==> src/rtl/prog_loader_pkg.sv <==
// Shared definitions for the program loader and the core it feeds.
package prog_loader_pkg;

  localparam int unsigned DEF_WORD_W  = 16;
  localparam int unsigned DEF_IMEM_AW = 8;
  localparam int unsigned DEF_REG_CNT = 8;

  typedef enum logic [2:0] {
    S_IDLE,
    S_LOAD,
    S_FILL,
    S_RELEASE,
    S_RUN,
    S_DUMP,
    S_DONE
  } state_t;

endpackage

==> src/rtl/prog_loader_run.sv <==
// Run budget timer: load arms it, enable counts it down, expire flags the last enabled cycle.
module run_timer #(
  parameter int unsigned CYCLES = 100
) (
  input  logic clk,
  input  logic rst,
  input  logic load,
  input  logic en,
  output logic expire
);

  localparam int unsigned   CW       = (CYCLES < 1) ? 1 : $clog2(CYCLES + 1);
  localparam logic [CW-1:0] LOAD_VAL = CW'(CYCLES);
  localparam logic [CW-1:0] ONE      = CW'(1);

  logic [CW-1:0] cnt;

  // Remaining enabled cycles in the current budget.
  always_ff @(posedge clk or posedge rst) begin
    if (rst) begin
      cnt <= '0;
    end else if (load) begin
      cnt <= LOAD_VAL;
    end else if (en && (cnt != '0)) begin
      cnt <= cnt - ONE;
    end
  end

  assign expire = en && (cnt == ONE);

endmodule

==> src/rtl/prog_loader.sv <==
// Streams a program image into instruction memory, zero-pads it, runs the core
// for a fixed budget, then dumps the register file over a valid/ready stream.
module prog_loader
  import prog_loader_pkg::*;
#(
  parameter int unsigned WORD_W     = DEF_WORD_W,
  parameter int unsigned IMEM_AW    = DEF_IMEM_AW,
  parameter int unsigned FILL_WORDS = 19,
  parameter int unsigned RUN_CYCLES = 100,
  parameter int unsigned REG_CNT    = DEF_REG_CNT
) (
  input  logic               clk,
  input  logic               rst,
  input  logic               start,
  input  logic [IMEM_AW-1:0] prog_len,
  input  logic               in_valid,
  output logic               in_ready,
  input  logic [WORD_W-1:0]  in_data,
  output logic               imem_we,
  output logic [IMEM_AW-1:0] imem_addr,
  output logic [WORD_W-1:0]  imem_wdata,
  output logic               core_rst,
  output logic               core_hold,
  output logic [2:0]         rf_addr,
  input  logic [WORD_W-1:0]  rf_rdata,
  output logic               out_valid,
  input  logic               out_ready,
  output logic [WORD_W-1:0]  out_data,
  output logic [2:0]         out_idx,
  output logic               busy,
  output logic               done
);

  localparam int unsigned   MEM_WORDS = 2 ** IMEM_AW;
  // Padding never runs past the top of memory.
  localparam int unsigned   FILL_N    = (FILL_WORDS > MEM_WORDS) ? MEM_WORDS : FILL_WORDS;
  localparam int unsigned   CW        = IMEM_AW + 1;
  localparam logic [CW-1:0] CNT_ONE   = CW'(1);
  localparam logic [CW-1:0] FILL_END  = CW'(FILL_N);
  localparam logic [2:0]    IDX_LAST  = 3'(REG_CNT - 1);

  state_t             state;
  logic [IMEM_AW-1:0] len;
  logic [CW-1:0]      cnt;
  logic [CW-1:0]      cnt_inc;
  logic [2:0]         idx;
  logic               tmr_load;
  logic               tmr_en;
  logic               tmr_expire;

  assign cnt_inc  = cnt + CNT_ONE;
  assign rf_addr  = idx;
  assign tmr_load = (state == S_RELEASE);
  assign tmr_en   = (state == S_RUN);

  run_timer #(
    .CYCLES(RUN_CYCLES)
  ) u_run_timer (
    .clk   (clk),
    .rst   (rst),
    .load  (tmr_load),
    .en    (tmr_en),
    .expire(tmr_expire)
  );

  // Sequencer: every output is registered alongside the state.
  always_ff @(posedge clk or posedge rst) begin
    if (rst) begin
      state      <= S_IDLE;
      core_rst   <= 1'b1;
      core_hold  <= 1'b0;
      imem_we    <= 1'b0;
      imem_addr  <= '0;
      imem_wdata <= '0;
      in_ready   <= 1'b0;
      out_valid  <= 1'b0;
      out_data   <= '0;
      out_idx    <= '0;
      done       <= 1'b0;
      busy       <= 1'b0;
      len        <= '0;
      cnt        <= '0;
      idx        <= '0;
    end else begin
      imem_we <= 1'b0;
      case (state)
        S_IDLE, S_DONE: begin
          if (start) begin
            done      <= 1'b0;
            busy      <= 1'b1;
            core_rst  <= 1'b1;
            core_hold <= 1'b0;
            len       <= prog_len;
            cnt       <= '0;
            if (prog_len != '0) begin
              state    <= S_LOAD;
              in_ready <= 1'b1;
            end else begin
              state <= (FILL_END != '0) ? S_FILL : S_RELEASE;
            end
          end
        end
        S_LOAD: begin
          if (in_valid && in_ready) begin
            imem_we    <= 1'b1;
            imem_addr  <= cnt[IMEM_AW-1:0];
            imem_wdata <= in_data;
            cnt        <= cnt_inc;
            if (cnt_inc == {1'b0, len}) begin
              in_ready <= 1'b0;
              state    <= (cnt_inc < FILL_END) ? S_FILL : S_RELEASE;
            end
          end
        end
        S_FILL: begin
          imem_we    <= 1'b1;
          imem_addr  <= cnt[IMEM_AW-1:0];
          imem_wdata <= '0;
          cnt        <= cnt_inc;
          if (cnt_inc >= FILL_END) begin
            state <= S_RELEASE;
          end
        end
        S_RELEASE: begin
          // The final write is presented this cycle; the core leaves reset only after it lands.
          core_rst <= 1'b0;
          state    <= S_RUN;
        end
        S_RUN: begin
          if (tmr_expire) begin
            state     <= S_DUMP;
            core_hold <= 1'b1;
            idx       <= '0;
            out_valid <= 1'b0;
          end
        end
        S_DUMP: begin
          // One bubble per register: rf_addr follows idx, so data is captured a cycle after idx moves.
          if (!out_valid) begin
            out_valid <= 1'b1;
            out_data  <= rf_rdata;
            out_idx   <= idx;
          end else if (out_ready) begin
            out_valid <= 1'b0;
            if (idx == IDX_LAST) begin
              state <= S_DONE;
              done  <= 1'b1;
              busy  <= 1'b0;
            end else begin
              idx <= idx + 3'd1;
            end
          end
        end
        default: begin
          state <= S_IDLE;
        end
      endcase
    end
  end

endmodule

==> config.mk <==
export PLATFORM = sky130hd
export DESIGN_NAME = prog_loader
export DESIGN_NICKNAME = d
export VERILOG_FILES = /design/src/rtl/prog_loader_pkg.sv /design/src/rtl/prog_loader_run.sv /design/src/rtl/prog_loader.sv
export SDC_FILE = /design/constraint.sdc
export NUM_CORES = 1
export LEC_CHECK = 0
export BUFFER_PORTS_ARGS = -buffer_cell sky130_fd_sc_hd__buf_4
export CAP_MARGIN = 25
export CORE_MARGIN = 2
export CORE_UTILIZATION = 45
export DETAILED_ROUTE_END_ITERATION = 16
export PLACE_DENSITY = 0.8
export SYNTH_ARGS = -nofsm -noshare
export SYNTH_HDL_FRONTEND = slang
export SYNTH_HIERARCHICAL = 1
export SYNTH_SLANG_ARGS = --single-unit
==> constraint.sdc <==
create_clock -name clk -period 3.4 [get_ports clk]
set_clock_uncertainty 0.1 [all_clocks]
set_input_delay 0.68 -clock clk [delete_from_list [all_inputs] [get_ports clk]]
set_output_delay 0.68 -clock clk [all_outputs]
set_load 0.05 [all_outputs]
Word level (Yosys, flattened, before mapping)
Index checks and enable logic that the tools add are counted.
{ "totals": {"reg_bits": 80, "input_bits": 45, "out_inout_bits": 53, "elab_cells": 116} }
{ "op_classes": {"addsub": 3, "order_cmp": 2, "eq_ne": 19, "muxes": 49, "n_bitwise": 1, "n_reduce_logical": 26} }
{ "op_table": {"columns": ["op", "count"], "rows": [
  ["two-way mux 3 bit", 12],
  ["one-hot mux 16 bit (2 select lines)", 1],
  ["one-hot mux 9 bit (3 select lines)", 1],
  ["!= test 2 bit, second input constant", 10],
  ["two-way mux 1 bit", 18],
  ["two-way mux 9 bit", 2],
  ["one-hot mux 3 bit (6 select lines)", 1],
  ["two-way mux 16 bit", 1],
  ["one-hot mux 8 bit (2 select lines)", 1],
  ["AND reduction 5 bit", 3],
  ["two-way mux 7 bit", 2],
  ["one-hot mux 1 bit (2 select lines)", 7],
  ["nonzero test 2 bit", 7],
  ["equality test 3 bit, second input constant", 4],
  ["AND reduction 2 bit", 5],
  ["adder 9 x 1 -> 9 bit, second input constant", 1],
  ["equality test 9 x 8 -> 1 bit", 1],
  [">= comparator 9 x 5 -> 1 bit, second input constant", 1],
  ["< comparator 9 x 5 -> 1 bit, second input constant", 1],
  ["two-way mux 8 bit", 1],
  ["AND reduction 8 bit", 1],
  ["nonzero test 8 bit", 1],
  ["equality test 7 x 1 -> 1 bit, second input constant", 1],
  ["nonzero test 7 bit", 1],
  ["12 further kinds", 16]
]} }

Depth between registers and ports, before layout
{ "depth": {"word_depth": 6, "depth_mapped": 9, "mapped_depth_nobuf": 8} }

Cells and area by module
Netlist, hierarchy kept.
{ "modules_own_cells": {"columns": ["mod", "n_inst", "cells_per_inst", "area_each_um2", "seq_area_each_um2"], "rows": [
  ["prog_loader", 1, 361, 3559.7, 1828.0],
  ["run_timer", 1, 42, 406.6, 175.2]
]} }

Worst setup path before layout
Ideal clock, no wire load.
{ "synth_path": {"path_type": "register -> register", "from": "register cnt[1] (netlist name)", "to": "register in_ready", "setup_time_ns": 0.146, "t_arrival_ns": 2.050, "required_ns": 3.154, "path_slack_ns": 1.104, "stages_incl_launch_ff": 9, "path_buffers": 1, "period_less_slack_ns": 2.296, "cell_sequence": "dfrtp_1 ha_1 buf_4 nand3_2 or3_1 a221oi_1 o211ai_1 o41ai_1 o31ai_1"} }
{ "synth_lines": {"columns": ["item", "line", "rtl"], "rows": [
  ["end signal, assigned", "prog_loader.sv:75", "in_ready <= 1'b0;"],
  ["end signal, assigned", "prog_loader.sv:97", "in_ready <= 1'b1;"],
  ["end signal, assigned", "prog_loader.sv:110", "in_ready <= 1'b0;"],
  ["end, declared", "prog_loader.sv:17", "output logic in_ready,"]
]} }

==> flow_summary_export.csv <==
group,metric,value,unit
synthesis,synthAdderAreaFrac,1.89,%
synthesis,async_flop_share,100,%
synthesis,yosysSeqAreaShare,50.5,%
sta,setup_viol,0,
synthesis,synth_area,3970,um^2
cts,cts_htree_levels,3,
synthesis,synth_top_flop_cell,"dfrtp_1",
power,p_leak,2.28,nW
sta,fin_crit,2.73,ns
outcome,status,"completed",
power,vdd.ir_drop.worst,0.559,mV
layout,drive_gt1_share,31.9,%
critical_path,cp.required,3.50,ns
floorplanning,start_util,45.9,%
synthesis,syn_inst,403,
cts,hold_buffers,0,
floorplanning,die_h,97.9,um
global_route,track_usage,18.2,%
synthesis,yosys.area_share.simple,19.8,%
sta,hold_viol_final,0,
global_route,grt_max_degree,33,
sta,setup_tns,0,ns
run,max_cap_violations,0,
synthesis,synth_edf_count,0,
global_route,antenna_found_initial,0,
detailed_routing,detail-route-antenna-nets,0,
critical_path,r2r_cells,7,
critical_path,critical_path_class,"reg -> reg",
layout,syn_to_final_growth,25.0,%
detailed_routing,via_count,3262,
synthesis,syn-num-nets,454,
sta,relSlewSlack,43.1,%
critical_path,startpoint_type,"register",
synthesis,synth_compound_area_share,13.8,%
floorplanning,die_w,97.9,um
synthesis,synth-xor-area-share,1.99,%
cts,root_buffer,"clkbuf_8",
cts,cts_tree,"built",
cts,clkLatencyLatePin,0.35,ns
floorplanning,io_pins,98,
global_route,grt_pass1_wl,14400,um
sta,hold_slack,0.169,ns
layout,layout.cells.non_filler,607,
layout,n_fill_cell,764,
global_route,grt_pass1_vias,3055,
critical_path,reg2reg_from,"cnt[1]",
critical_path,r2r_end,"in_ready",
floorplanning,core,8640,um^2
cts,post_cts_resized,0,
sta,period_share,80.3,%
detailed_routing,routed_via_density,5.37,
placed_design,place_ws,0.740,ns
critical_path,cp_max_fo,11,
power,power_density,1020,nW/um^2
synthesis,yosys_warnings,6,
synthesis,ys_types,54,
sta,fin_ws,0.669,ns
synthesis,ys_seq_elements,80,
worst_hold_path,min_path_type,"in -> async",
critical_path,r2r_setup_slack,0.67,ns
synthesis,synth_top_family_by_area,"simple AND/OR/NAND/NOR gates",
placed_design,post-place-cells,591,
detailed_routing,drcViolationCount,0,
layout,nets,545,
cts,clockBufferDepth,2,
placed_design,place_congestion,0.881,
detailed_routing,dr.pass1.iters,5,
cts,cts.clk_slew.worst_paths,0.08,ns
critical_path,critPathCaptureType,"register",
sta,rsz0062_at_grt,"false",
critical_path,arrival,2.83,ns
sta,max_clock_freq,0.366,GHz
cts,cts_setup_buffers,0,
floorplanning,rows,34,
floorplanning,die_area,9580,um^2
global_route,grt_overflow_total,0,
cts,numCtsBuffers,9,
detailed_routing,totalWireLength,8740,um
sta,drv_slew,0,
synthesis,syn_area_per_cell,9.84,um^2
layout,layout.core_utilization,57.4,%
synthesis,synth_mux_area_share,8.23,%
placed_design,dpl.hpwl,6400,um
detailed_routing,drt_iter0_drc,221,
cts,numClockSinks,80,
layout,diodes,0,
detailed_routing,wl_per_cell,14.4,um
sta,tightestPinTransition,0.853,ns
placed_design,portBuffers,97,
[final cells by class]
| cell class | count | area, um^2 | area share (%) |
|---|---|---|---|
| Timing Repair Buffer | 102 | 766 | 15.4 |
| Tap cell | 108 | 135 | 2.73 |
| Clock buffer | 10 | 128 | 2.57 |
| Sequential cell | 80 | 2000 | 40.4 |
| Multi-Input combinational cell | 289 | 1810 | 36.6 |
| Clock inverter | 6 | 67.6 | 1.36 |
| Inverter | 12 | 45.0 | 0.908 |
[flip-flops by register name, indices dropped and copies added, names as in the netlist]
register	flops
busy	1
out_idx	3
cnt	9
out_valid	1
core_hold	1
u_run_timer/cnt	7
in_ready	1
rf_addr	3
len	8
imem_addr	8
state	3
out_data	16
done	1
imem_wdata	16
imem_we	1
core_rst	1
[cells in the final DEF, fill, tap and decap left out, types with 3 or more instances in the layout]
master     netlist  layout
nand2_1         71      71
or3_1            5       5
nor3b_1          3       3
nor4_1           4       4
mux2_2          29      29
ha_1             6       6
o21ai_0         27      27
a2bb2oi_1        3       3
nor3_1           6       6
dfrtp_1         79      79
o31ai_1          6       6
a21oi_1         30      30
xor2_1           6       6
nand3_1          8       8
and2_1           3       3
buf_4            1     102
a21o_1           3       3
nand2b_1         4       4
nand3b_1         4       4
inv_1           11      10
nand4_1          4       4
or4_1            3       3
a31oi_1          3       3
o41ai_1          3       3
nor2_1          24      24
clkbuf_8         0       9
xnor2_1          3       3
[cell usage after synthesis (4+ instances only)]
master	count	area (um^2)
nand3_1	8	40.0
inv_1	11	41.3
or3_1	5	31.3
nor2_1	24	90.1
mux2_2	29	327
clkbuf_1	9	33.8
o21ai_0	27	135
nand2_1	71	267
nand4_1	4	25.0
xor2_1	6	52.6
nand2b_1	4	25.0
o31ai_1	6	45.0
buf_2	8	40.0
nand3b_1	4	30.0
nor3_1	6	30.0
a21oi_1	30	150
ha_1	6	75.1
nor4_1	4	25.0
dfrtp_1	79	1980
[how the worst max path moves through the flow]
stage / from / endpoint / slack (ns) / cells after the start
2_1_floorplan: rst / busy / 0.77 / 1
3_3_place_gp: cnt[0] / in_ready / 0.85 / 7
3_5_place_dp: cnt[1] / in_ready / 0.74 / 7
4_1_cts: cnt[0] / in_ready / 0.71 / 7
5_1_grt: cnt[0] / in_ready / 0.43 / 7
6_report: cnt[1] / in_ready / 0.67 / 7
[cells by family (layout without fill, tap and decap cells)]
family	after synthesis	in the layout
xor+xnor	9	9
compound gates	88	88
mux	29	29
flops	80	80
buf+inv	34	130
simple gates	157	157
fa+ha+maj	6	6
[power breakdown]
group          leakage [nW]  switching [W]  total [W]  internal, W
Combinational          1.19        0.00173    0.00268     0.000944
Sequential             1.00       0.000330    0.00168      0.00135
Clock                0.0933       0.000347   0.000690     0.000343
[critical path, stage by stage, from the launching register on]
cell	delay, ns
dfrtp_1	0.49
ha_1	0.45
nand3_2	0.19
or3_1	0.38
a221oi_1	0.28
o211ai_1	0.16
o41ai_1	0.39
o31ai_1	0.14
[per-layer routing]
layer | GRT usage [%] | wire (um) | vias up
li1 | - | - | 1605
met1 | 25.1 | 3970 | 1532
met2 | 28.8 | 4050 | 116
met3 | 3.87 | 623 | 9
met4 | 6.30 | 106 | 0
met5 | 0 | 0 | -
[stage by stage]
step / power [W] / area [um^2]
final: 0.00505 / 4960
after global routing: 0.00535 / 4960
after CTS: 0.00508 / 4960
after detailed placement: 0.00438 / 4760
after global placement: 0.00429 / 4760
after floorplan: 0.00362 / 3970
Note: power is estimated with default switching activity, not from simulation.
